===== config.mk =====
export PLATFORM = sky130hd
export DESIGN_NAME = id_ex_stage
export DESIGN_NICKNAME = d
export VERILOG_FILES = /design/src/rtl/cpu_pkg.sv /design/src/rtl/alu_ctrl_dec.sv /design/src/rtl/id_ex_stage.sv
export SDC_FILE = /design/constraint.sdc
export NUM_CORES = 1
export LEC_CHECK = 0
export CORE_AREA = 4 4 120 122
export DETAILED_ROUTE_END_ITERATION = 7
export DIE_AREA = 0 0 124 126
export PLACE_DENSITY_LB_ADDON = 0.12
export REMOVE_ABC_BUFFERS = 1
export SLEW_MARGIN = 20
export SYNTH_ARGS = -nofsm -noshare
export SYNTH_HDL_FRONTEND = slang
export SYNTH_SLANG_ARGS = --single-unit

===== constraint.sdc =====
create_clock -name clk_i -period 4.08 [get_ports clk_i]
set_input_delay 1.224 -clock clk_i [delete_from_list [all_inputs] [get_ports clk_i]]
set_output_delay 1.224 -clock clk_i [all_outputs]
set_load 0.1 [all_outputs]

===== src/rtl/cpu_pkg.sv =====
// rtl/cpu_pkg.sv - shared constants and types for the ID/EX boundary
// Purpose: ALU control codes, alu_op encodings, funct7/funct3 values and the
//          packed control record latched in ID/EX.
// Ports:   none (package).
package cpu_pkg;

   // 4-bit ALU control codes understood by the unchanged EX-stage ALU
   localparam logic [3:0] ALU_AND = 4'b0000;
   localparam logic [3:0] ALU_SLL = 4'b0001;
   localparam logic [3:0] ALU_ADD = 4'b0010;
   localparam logic [3:0] ALU_SRA = 4'b0101;
   localparam logic [3:0] ALU_SUB = 4'b0110;
   localparam logic [3:0] ALU_XOR = 4'b1000;
   localparam logic [3:0] ALU_MUL = 4'b1010;

   typedef enum logic [1:0] {
      ALU_OP_MEM    = 2'b00,
      ALU_OP_BRANCH = 2'b01,
      ALU_OP_RTYPE  = 2'b10,
      ALU_OP_ITYPE  = 2'b11
   } alu_op_e;

   localparam logic [6:0] F7_BASE = 7'b0000000;
   localparam logic [6:0] F7_ALT  = 7'b0100000;
   localparam logic [6:0] F7_MUL  = 7'b0000001;

   localparam logic [2:0] F3_ADD = 3'b000;
   localparam logic [2:0] F3_SLL = 3'b001;
   localparam logic [2:0] F3_XOR = 3'b100;
   localparam logic [2:0] F3_SR  = 3'b101;
   localparam logic [2:0] F3_AND = 3'b111;

   // Width-independent latched control; the data words and register
   // addresses are kept beside it so XLEN/RA_W stay parameters of the stage.
   typedef struct packed {
      logic [3:0] alu_ctrl;
      logic       alu_src;
      logic       reg_write;
      logic       mem_read;
      logic       mem_write;
      logic       mem_to_reg;
   } id_ex_t;

   // All-zero entry: no writes, no memory access, alu_ctrl AND
   localparam id_ex_t ID_EX_BUBBLE = '0;

endpackage


===== src/rtl/alu_ctrl_dec.sv =====
// rtl/alu_ctrl_dec.sv - alu_op/funct7/funct3 to 4-bit ALU control decoder
// Purpose: pure combinational decode, evaluated on the ID-side fields and
//          stored at capture time.
// Ports:   alu_op_i   in  2  operation class (mem/branch/R/I)
//          funct7_i   in  7  instruction funct7
//          funct3_i   in  3  instruction funct3
//          alu_ctrl_o out 4  ALU control code
module alu_ctrl_dec
   import cpu_pkg::*;
(
   input  logic [1:0] alu_op_i,
   input  logic [6:0] funct7_i,
   input  logic [2:0] funct3_i,
   output logic [3:0] alu_ctrl_o
);

   always_comb begin
      alu_ctrl_o = ALU_ADD;
      case (alu_op_e'(alu_op_i))
         ALU_OP_MEM:    alu_ctrl_o = ALU_ADD;
         ALU_OP_BRANCH: alu_ctrl_o = ALU_SUB;
         ALU_OP_RTYPE: begin
            case ({funct7_i, funct3_i})
               {F7_BASE, F3_ADD}: alu_ctrl_o = ALU_ADD;
               {F7_ALT,  F3_ADD}: alu_ctrl_o = ALU_SUB;
               {F7_MUL,  F3_ADD}: alu_ctrl_o = ALU_MUL;
               {F7_BASE, F3_XOR}: alu_ctrl_o = ALU_XOR;
               {F7_BASE, F3_SLL}: alu_ctrl_o = ALU_SLL;
               {F7_BASE, F3_AND}: alu_ctrl_o = ALU_AND;
               default:           alu_ctrl_o = ALU_ADD;
            endcase
         end
         ALU_OP_ITYPE: begin
            // funct7 only qualifies the shift; for addi it is immediate bits
            if (funct3_i == F3_SR && funct7_i == F7_ALT) begin
               alu_ctrl_o = ALU_SRA;
            end else begin
               alu_ctrl_o = ALU_ADD;
            end
         end
         default: alu_ctrl_o = ALU_ADD;
      endcase
   end

endmodule


===== src/rtl/id_ex_stage.sv =====
// rtl/id_ex_stage.sv - ID/EX pipeline register with forwarding and hazard detect
// Purpose: latches decoded operands/control, decodes ALU control at capture,
//          resolves operand forwarding and requests load-use stalls.
// Config:  FORWARDING_EN defined   -> EX/MEM and MEM/WB forwarding muxes,
//                                     stall only on load-use.
//          FORWARDING_EN undefined -> operands from latched data, stall on
//                                     any RAW against EX or MEM producers.
// Ports:   clk_i, rst_i (sync, active-high), hold_i, flush_i
//          id_*        decoded operands, addresses, funct fields, controls
//          mem_*/wb_*  writeback info of the EX/MEM and MEM/WB stages
//          stall_o     load-use stall request to PC and IF/ID
//          alu_data1_o/alu_data2_o/alu_ctrl_o  ALU inputs
//          ex_store_data_o, ex_rd_o, ex_*_o    registered data/control to EX/MEM
module id_ex_stage
   import cpu_pkg::*;
#(
   parameter int XLEN = 32,
   parameter int RA_W = 5
) (
   input  logic            clk_i,
   input  logic            rst_i,
   input  logic            hold_i,
   input  logic            flush_i,
   input  logic [XLEN-1:0] id_rs1_data_i,
   input  logic [XLEN-1:0] id_rs2_data_i,
   input  logic [XLEN-1:0] id_imm_i,
   input  logic [RA_W-1:0] id_rs1_i,
   input  logic [RA_W-1:0] id_rs2_i,
   input  logic [RA_W-1:0] id_rd_i,
   input  logic [6:0]      id_funct7_i,
   input  logic [2:0]      id_funct3_i,
   input  logic [1:0]      id_alu_op_i,
   input  logic            id_alu_src_i,
   input  logic            id_reg_write_i,
   input  logic            id_mem_read_i,
   input  logic            id_mem_write_i,
   input  logic            id_mem_to_reg_i,
   input  logic [RA_W-1:0] mem_rd_i,
   input  logic            mem_reg_write_i,
   input  logic [XLEN-1:0] mem_alu_result_i,
   input  logic [RA_W-1:0] wb_rd_i,
   input  logic            wb_reg_write_i,
   input  logic [XLEN-1:0] wb_data_i,
   output logic            stall_o,
   output logic [XLEN-1:0] alu_data1_o,
   output logic [XLEN-1:0] alu_data2_o,
   output logic [3:0]      alu_ctrl_o,
   output logic [XLEN-1:0] ex_store_data_o,
   output logic [RA_W-1:0] ex_rd_o,
   output logic            ex_reg_write_o,
   output logic            ex_mem_read_o,
   output logic            ex_mem_write_o,
   output logic            ex_mem_to_reg_o
);

   logic [XLEN-1:0] rs1_data_q, rs1_data_d;
   logic [XLEN-1:0] rs2_data_q, rs2_data_d;
   logic [XLEN-1:0] imm_q, imm_d;
   logic [RA_W-1:0] rs1_q, rs1_d;
   logic [RA_W-1:0] rs2_q, rs2_d;
   logic [RA_W-1:0] rd_q, rd_d;
   id_ex_t          ctrl_q, ctrl_d;

   logic [3:0]      dec_alu_ctrl;
   logic            hazard;
   logic [XLEN-1:0] rs1_fwd, rs2_fwd;

   alu_ctrl_dec u_alu_ctrl_dec (
      .alu_op_i   (id_alu_op_i),
      .funct7_i   (id_funct7_i),
      .funct3_i   (id_funct3_i),
      .alu_ctrl_o (dec_alu_ctrl)
   );

   // x0 is never a producer, so rd==0 never raises a hazard
   logic id_uses_ex_rd;
   assign id_uses_ex_rd = (rd_q != '0) && (rd_q == id_rs1_i || rd_q == id_rs2_i);

`ifdef FORWARDING_EN
   // Only a load still in EX cannot be forwarded in time
   assign hazard = ctrl_q.mem_read && id_uses_ex_rd;

   always_comb begin
      rs1_fwd = rs1_data_q;
      if (mem_reg_write_i && mem_rd_i != '0 && mem_rd_i == rs1_q) begin
         rs1_fwd = mem_alu_result_i;
      end else if (wb_reg_write_i && wb_rd_i != '0 && wb_rd_i == rs1_q) begin
         rs1_fwd = wb_data_i;
      end
   end

   always_comb begin
      rs2_fwd = rs2_data_q;
      if (mem_reg_write_i && mem_rd_i != '0 && mem_rd_i == rs2_q) begin
         rs2_fwd = mem_alu_result_i;
      end else if (wb_reg_write_i && wb_rd_i != '0 && wb_rd_i == rs2_q) begin
         rs2_fwd = wb_data_i;
      end
   end
`else
   // Without forwarding, any producer in EX or MEM blocks the consumer;
   // the register file write-through covers the WB stage.
   logic id_uses_mem_rd;
   assign id_uses_mem_rd = (mem_rd_i != '0) && (mem_rd_i == id_rs1_i || mem_rd_i == id_rs2_i);
   assign hazard = (ctrl_q.reg_write && id_uses_ex_rd) || (mem_reg_write_i && id_uses_mem_rd);

   assign rs1_fwd = rs1_data_q;
   assign rs2_fwd = rs2_data_q;

   logic unused_fwd;
   assign unused_fwd = ^{mem_alu_result_i, wb_rd_i, wb_reg_write_i, wb_data_i, rs1_q, rs2_q};
`endif

   // A frozen or squashed pipeline must not also ask upstream to stall
   assign stall_o = hazard && !hold_i && !flush_i;

   always_comb begin
      rs1_data_d = rs1_data_q;
      rs2_data_d = rs2_data_q;
      imm_d      = imm_q;
      rs1_d      = rs1_q;
      rs2_d      = rs2_q;
      rd_d       = rd_q;
      ctrl_d     = ctrl_q;
      if (!hold_i) begin
         if (flush_i || stall_o) begin
            rs1_data_d = '0;
            rs2_data_d = '0;
            imm_d      = '0;
            rs1_d      = '0;
            rs2_d      = '0;
            rd_d       = '0;
            ctrl_d     = ID_EX_BUBBLE;
         end else begin
            rs1_data_d        = id_rs1_data_i;
            rs2_data_d        = id_rs2_data_i;
            imm_d             = id_imm_i;
            rs1_d             = id_rs1_i;
            rs2_d             = id_rs2_i;
            rd_d              = id_rd_i;
            ctrl_d.alu_ctrl   = dec_alu_ctrl;
            ctrl_d.alu_src    = id_alu_src_i;
            ctrl_d.reg_write  = id_reg_write_i;
            ctrl_d.mem_read   = id_mem_read_i;
            ctrl_d.mem_write  = id_mem_write_i;
            ctrl_d.mem_to_reg = id_mem_to_reg_i;
         end
      end
   end

   always_ff @(posedge clk_i) begin
      if (rst_i) begin
         rs1_data_q <= '0;
         rs2_data_q <= '0;
         imm_q      <= '0;
         rs1_q      <= '0;
         rs2_q      <= '0;
         rd_q       <= '0;
         ctrl_q     <= ID_EX_BUBBLE;
      end else begin
         rs1_data_q <= rs1_data_d;
         rs2_data_q <= rs2_data_d;
         imm_q      <= imm_d;
         rs1_q      <= rs1_d;
         rs2_q      <= rs2_d;
         rd_q       <= rd_d;
         ctrl_q     <= ctrl_d;
      end
   end

   assign alu_data1_o     = rs1_fwd;
   assign alu_data2_o     = ctrl_q.alu_src ? imm_q : rs2_fwd;
   assign alu_ctrl_o      = ctrl_q.alu_ctrl;
   assign ex_store_data_o = rs2_fwd;
   assign ex_rd_o         = rd_q;
   assign ex_reg_write_o  = ctrl_q.reg_write;
   assign ex_mem_read_o   = ctrl_q.mem_read;
   assign ex_mem_write_o  = ctrl_q.mem_write;
   assign ex_mem_to_reg_o = ctrl_q.mem_to_reg;

endmodule


==> flow_summary.json <==
{
  "syn_inst": 347,
  "crit_path_end_kind": "output pin",
  "gp_congestion": 0.755,
  "ys_top_cells_by_area": "dfxtp_1 (52%), a22o_1 (22%), mux2_2 (8.5%)",
  "drc": 0,
  "yosys.area_share.adder": 0,
  "nets": 792,
  "max-clock-path-buffers": 2,
  "synth-warning-count": 0,
  "path_buf_inv": 3,
  "die_width_um": 124,
  "synth_area_mm2": 0.00422,
  "hold_viol_final": 0,
  "fin_cells": 765,
  "ir_worst_vdd_uv": 320,
  "max_cap_violations": 0,
  "grt_max_degree": 111,
  "insertion_delay_ps": 350,
  "cpMaxStageDelayCell": "clkdlybuf4s50_1",
  "final_area_mm2": 0.00709,
  "yosysTopAreaCell": "dfxtp_1",
  "synth.area.mux_share": 0.0854,
  "rsz0062_at_grt": "false",
  "syn2layout_area_growth_pct": 68.1,
  "ys_async_sr_fraction": 0,
  "path_max_fanout": 2,
  "coreArea_mm2": 0.0132,
  "synth-simple-area-share": 0.0371,
  "die_h_um": 126,
  "synth_compound_area_frac": 0.247,
  "place_area_mm2": 0.00673,
  "timing.slew.headroom": 0.323,
  "cpPeakStageDelay_ps": 450,
  "crit_family": "buffers and inverters",
  "io_buffers": 247,
  "ant_nets": 0,
  "whs_ps": 469,
  "routed-via-count": 3705,
  "syn_avg_cell_area_um2": 12.2,
  "post_cts_buffers": 0,
  "crit_type": "in -> out",
  "drt_wl_total_mm": 13.3,
  "drive_gt1_frac": 0.173,
  "yosysSeqAreaShare": 0.522,
  "maxSlewViolCount": 0,
  "ios": 318,
  "rows": 42,
  "first_pass_iters": 4,
  "antenna_cells_inserted": 0,
  "drt_iter0_drc": 150,
  "p_per_area_mw_per_mm2": 396,
  "start_util": 0.320,
  "postCtsHoldBufs": 0,
  "final-setup-viol-count": 0,
  "numCtsBuffers": 9,
  "period_share": 0.984,
  "cp_cell_sequence": "clkdlybuf4s50_1 > xor2_1 > nor3_1 > a22oi_1 > o22a_1 > nor3_2 > buf_4 > buf_12",
  "tightest_slew_ps": 1010,
  "synth_flop_cell": "dfxtp_1",
  "cts.sinks": 110,
  "htreeDepth": 3,
  "dp_cells": 749,
  "root_buffer": "clkbuf_16",
  "antenna_found_initial": 0,
  "ys_types": 32,
  "clk_pin_slew_ps": 70,
  "arrival_ps": 2790,
  "dpl.hpwl_mm": 9.61,
  "viasPerCell": 4.84,
  "wl_per_cell_um": 17.4,
  "skew_ps": 6.92,
  "synth_top_family_by_area": "compound AO/OA/AOI/OAI gates",
  "startpoint_type": "input port",
  "ys_ff_latch": 110,
  "min_path_type": "reg -> reg",
  "yosys.area.top_type_share": 0.522,
  "power.leakage_nw": 2.90,
  "grt_first_pass_wirelength_mm": 20.3,
  "required_ps": 2860,
  "synthXorXnorAreaFrac": 0.0457,
  "grt_pass1_vias": 3857,
  "cts_tree": "yes",
  "grt_usage": 0.166,
  "synth-edff-count": 0,
  "dieArea_mm2": 0.0156,
  "status": "completed",
  "timing.fmax_mhz": 249,
  "setup_tns_ps": 0,
  "grt-ovfl-total": 0,
  "fin_crit_ps": 4010,
  "power_mw": 2.80
}
[area by class of cell]
class                      count  area (µm²)
sequential                   110        2200
fill                        1179        6100
inverter                       1        3.75
multi-input combinational    204        1790
clock buffer                  12         256
clock inverter                 4        77.6
tap                          176         220
timing repair buffer         258        2540
[worst register-to-register path, delay by kind of cell, from the launching register on]
kind                   cells  cell delay [ps]
buffers and inverters      1              310
AND/OR/NAND/NOR            1              550
flip-flops                 1              370
AO/OA/AOI/OAI              3              790
[kinds of logic (layout without fill, tap and decap cells)]
kind of cell / Yosys count / count (layout)
flops: 110 / 110
xor+xnor: 22 / 22
compound gates: 121 / 121
buf+inv: 33 / 275
mux: 32 / 32
simple gates: 29 / 29
[registers in the layout, indices dropped and copies added (netlist names)]
signal / flops
ex_rd_o: 5
ctrl_q: 1
alu_data1_o: 32
ex_mem_to_reg_o: 1
ex_mem_read_o: 1
imm_q: 32
ex_mem_write_o: 1
ex_reg_write_o: 1
ex_store_data_o: 32
alu_ctrl_o: 4
[what timing repair did]
action                     4_1_cts  5_1_grt
gates resized for setup          8        6
pin swaps                        3        5
setup endpoints to repair        1        1
[metrics by stage]
| stage | setup WS [ps] | utilization |
|---|---|---|
| 2_1_floorplan | -1330 | - |
| 3_3_place_gp | -64.7 | 0.510 |
| 3_5_place_dp | -82.5 | 0.510 |
| 4_1_cts | 10.5 | 0.536 |
| 5_1_grt | 4.08 | 0.538 |
| 6_report | 65.0 | 0.538 |
[cell usage in the layout (no fill, tap or decap), drive strengths merged, types with 2 or more instances in the layout]
cell type      synthesis  routed
clkdlybuf4s50          0     203
dfxtp                110     110
a22o                 108     108
buf                   16      46
mux2                  32      32
xor2                  21      21
clkbuf                16      12
nor3                   8       8
nor2                   6       6
dlymetal6s2s           0       5
dlygate4sd2            0       4
o21ai                  4       4
or4                    3       3
nand3                  2       2
and2                   2       2
bufinv                 0       2
a22oi                  2       2
nor2b                  2       2
inv                    1       2
[final timing paths]
| path | from | to | slack (ps) | depth (start not counted) |
|---|---|---|---|---|
| hold reg to reg | alu_ctrl_o[0] | alu_ctrl_o[0] | 470 | 1 |
| setup reg to reg | ex_rd_o[4] | ex_store_data_o[20] | 2010 | 5 |
| setup / recovery | id_rs1_i[0] | stall_o | 70 | 8 |
| hold / removal | alu_ctrl_o[0] | alu_ctrl_o[0] | 470 | 1 |
[where the power goes]
part	internal, mW	leakage, nW	total (mW)	switching, mW
logic	0.248	1.84	0.688	0.440
registers	1.12	0.898	1.15	0.0336
clock network	0.576	0.163	0.966	0.390
total	1.94	2.90	2.80	0.864
[cells in the mapped netlist (3+ instances only)]
cell / count
nor3_1: 8
buf_8: 11
a22o_1: 108
clkbuf_1: 16
xor2_1: 21
or4_1: 3
nor2_1: 6
dfxtp_1: 110
buf_4: 4
mux2_2: 32
[routing by layer]
layer,global-route usage,routed length (µm),vias to the layer above
met1,0.181,5170,1755
met3,0.0933,1580,9
met4,0.0393,120,0
met5,0,0,-
met2,0.280,6460,147
li1,-,-,1794
(Power assumes the default switching activity.)
==> RTL edit 1 (same flow settings) <==
Build with the macro `FORWARDING_EN` defined.
--- a/src/rtl/id_ex_stage.sv
+++ b/src/rtl/id_ex_stage.sv
@@ -11,6 +11,8 @@
 //          stall_o     load-use stall request to PC and IF/ID
 //          alu_data1_o/alu_data2_o/alu_ctrl_o  ALU inputs
 //          ex_store_data_o, ex_rd_o, ex_*_o    registered data/control to EX/MEM
+`define FORWARDING_EN
+
 module id_ex_stage
    import cpu_pkg::*;
 #(
Behaviour: not the same (Yosys sat finds a counterexample within 4 cycles, from zero or initial values and one cycle with rst_i high).
==> RTL edit 1 against the original RTL <==
Area after synthesis rose by 42%. The run now fails in clock tree synthesis.
==> RTL edit 1: results (changes against the original RTL) <==
Clock tree
  – H-tree level count: 4 (+1)
  – Cts repair resizes: 370 (+362)
  – CTS Buffer Depth: 2 (unchanged)
  – Clock Root Buffer: clkbuf_16
  – Num CTS Buffers: 17 (+8)
  – Postcts setup bufs: 20 (+20)

Placed design
  – Final Wtd Congestion: 0.869 (+15%)
  – DP HPWL: 19,000 um (+98%)
  – I/O Buffers: 317 (+28%)

Synthesis
  – Post-synthesis sequential area ratio: 0.400 (-0.122)
  – Synth area leaders: dfxtp_1, a22o_1, mux2_2
  – Top post-synthesis cells by count: a22o_1, dfxtp_1, nand3_1, nor2_1
  – Flops & latches, synth: 120 (+9.1%)
  – Distinct cell type count after synthesis: 39 (+22%)
  – Ys async rst share: 0 (unchanged)
  – Synth Area in Adders: 0 (unchanged)
  – Post-Synth XOR/XNOR Area: 0.0453 (-0.000428)
  – Post-synthesis compound-gate area fraction: 0.277 (+0.0298)
  – Most used DFF post-synth: dfxtp_1
  – Mux contribution to synthesized area: 0.113 (+0.0280)
  – Syn. warnings: 0 (unchanged)

Status
  – Status: stopped before the end
  – First Err: [ERROR DPL-0033] detailed placement checks failed during check placement.
  – Stage reached: clock tree synthesis
## RTL edit 1: changes by cell type after synthesis, moves of 27 or more
cell / before / now
mux2i_1: 0 / 32
a31oi_1: 0 / 32
nand3_1: 2 / 36
nor3_1: 8 / 35
nor2_1: 6 / 36
a21oi_1: 0 / 32
o21ai_0: 2 / 35
## RTL edit 1: through the flow
step	std cells	instance area (sq um)	setup slack (ps)
floorplan	572	5670	-3580
global placement	1133	10700	-710
detailed placement	1133	10700	-742
## RTL edit 1: kinds of logic after synthesis
group | after synthesis
DFF | 120
AOI/OAI and AO/OA | 227
and+or+nand+nor | 130
xor gates and xnor gates | 31
buffers and inverters | 66
muxes | 64
==> RTL edit 2 (same flow settings) <==
Made on the original files. Make the reset (`rst_i`) asynchronous in one clocked block.
--- a/src/rtl/id_ex_stage.sv
+++ b/src/rtl/id_ex_stage.sv
@@ -148,7 +148,7 @@
       end
    end
 
-   always_ff @(posedge clk_i) begin
+   always_ff @(posedge clk_i or posedge rst_i) begin
       if (rst_i) begin
          rs1_data_q <= '0;
          rs2_data_q <= '0;
Behaviour: differs if rst_i is asserted again (counterexample within 4 cycles, from zero or initial values and one cycle with rst_i high); with rst_i held inactive, the same outputs for 10 cycles.
==> RTL edit 2 against the original RTL <==
Sequential cell count unchanged. Clock power is 3.1% lower. Cell area increased by 8.5%. Sequential share of layout area up 4.7 points. Area after synthesis up 15%. Total power increased by 26%. Wire length up 14%. Worst setup slack improved by 10 ps. Highest routed layer unchanged.
==> RTL edit 2: results (changes against the original RTL) <==
Setup path
  – Source of the critical timing path: id_rs2_i[0]
  – CP Max Fanout: 2 (unchanged)
  – R2R cell count: 6 (+1)
  – Critical R2R Capture: imm_q[31]
  – R2R Path Start: ex_rd_o[0]
  – Reg2Reg Setup Slack: 1260 ps (-750 ps)

Synthesis
  – Post-Synth XOR/XNOR Area: 0.0378 (-0.00790)
  – Ys async rst share: 1.00 (+1.00)
  – Mux contribution to synthesized area: 0.0740 (-0.0114)
  – Post-synthesis sequential area ratio: 0.565 (+0.0433)
  – Post-synthesis compound-gate area fraction: 0.239 (-0.00835)
  – Top post-synthesis cells by count: dfrtp_1, a32o_1, mux2_2, clkbuf_1, xor2_1
  – Synth area leaders: dfrtp_1, a32o_1, mux2_2
  – Distinct cell type count after synthesis: 27 (-16%)

Global route
  – Tot GR Track Use: 0.192 (+0.0254)
  – Pin count of the biggest net entering global routing: 84 (-24%)
  – Global-route track usage on met2: 0.330 (+0.0503)
  – Vias in the first global route: 4,448 (+15%)
  – Met1 GRT Util: 0.219 (+0.0381)
  – GR Util met3: 0.0695 (-0.0238)

Routing
  – Wire per inst: 20.0 um (+15%)
  – WL met2: 7710 um (+19%)
  – WL met3: 1330 um (-16%)
  – Total number of vias: 4,143 (+12%)
  – M1 WL: 5920 um (+15%)
  – Initial DRC Count: 314 (+110%)

Status
  – Status: finished clean

Placed design
  – Final Wtd Congestion: 0.792 (+4.9%)
  – DP HPWL: 10,500 um (+9.1%)
  – I/O Buffers: 247 (unchanged)

Power and ir drop
  – P_comb: 1.35 mW (+96%)
  – Max IR drop VDD: 0.248 mV (-22%)
  – Leakage dissipation: 3.23 nW (+12%)
  – Clk. pwr: 0.936 mW (-3.1%)
  – Switch Pwr: 1.42 mW (+64%)

STA
  – Slew @ Worst Pin: 1030 ps (+20.0 ps)
  – Crit path time final: 4010 ps (-9.97 ps)
  – Skew final: 5.12 ps (-1.80 ps)

Layout
  – Share of layout cells above drive strength 1: 0.183 (+0.00942)
  – Nets: 789 (-0.38%)

Min path
  – HP Start: imm_q[11]
  – WHS Endpoint: imm_q[11]
RTL edit 2: area by class of cell:
cell class	instances	area, sq um
Clock buffer	10	229
Clock inverter	6	86.3
Fill cell	1136	5490
Inverter	2	10.0
Multi-Input combinational cell	198	1900
Sequential cell	110	2750
Tap cell	176	220
Timing Repair Buffer	260	2500
RTL edit 2: metrics by stage:
| stage | setup TNS, ps | std cells | instance area, sq um | power [mW] | hold WS [ps] |
|---|---|---|---|---|---|
| 3_5_place_dp | -177 | 746 | 7350 | 2.62 | 478 |
| 4_1_cts | 0 | 762 | 7680 | 3.56 | 494 |
| 6_report | 0 | 762 | 7700 | 3.53 | 490 |
| 3_3_place_gp | -121 | 746 | 7350 | 2.60 | 465 |
| 5_1_grt | 0 | 762 | 7700 | 3.65 | 508 |
| 2_1_floorplan | -115170 | 310 | 4610 | 2.19 | 458 |
RTL edit 2: repair_timing:
item | CTS | global route
setup buffers | 0 | 0
gates resized for setup | 12 | 4
pin swaps | 3 | 3
endpoints found under the setup margin | 1 | 1
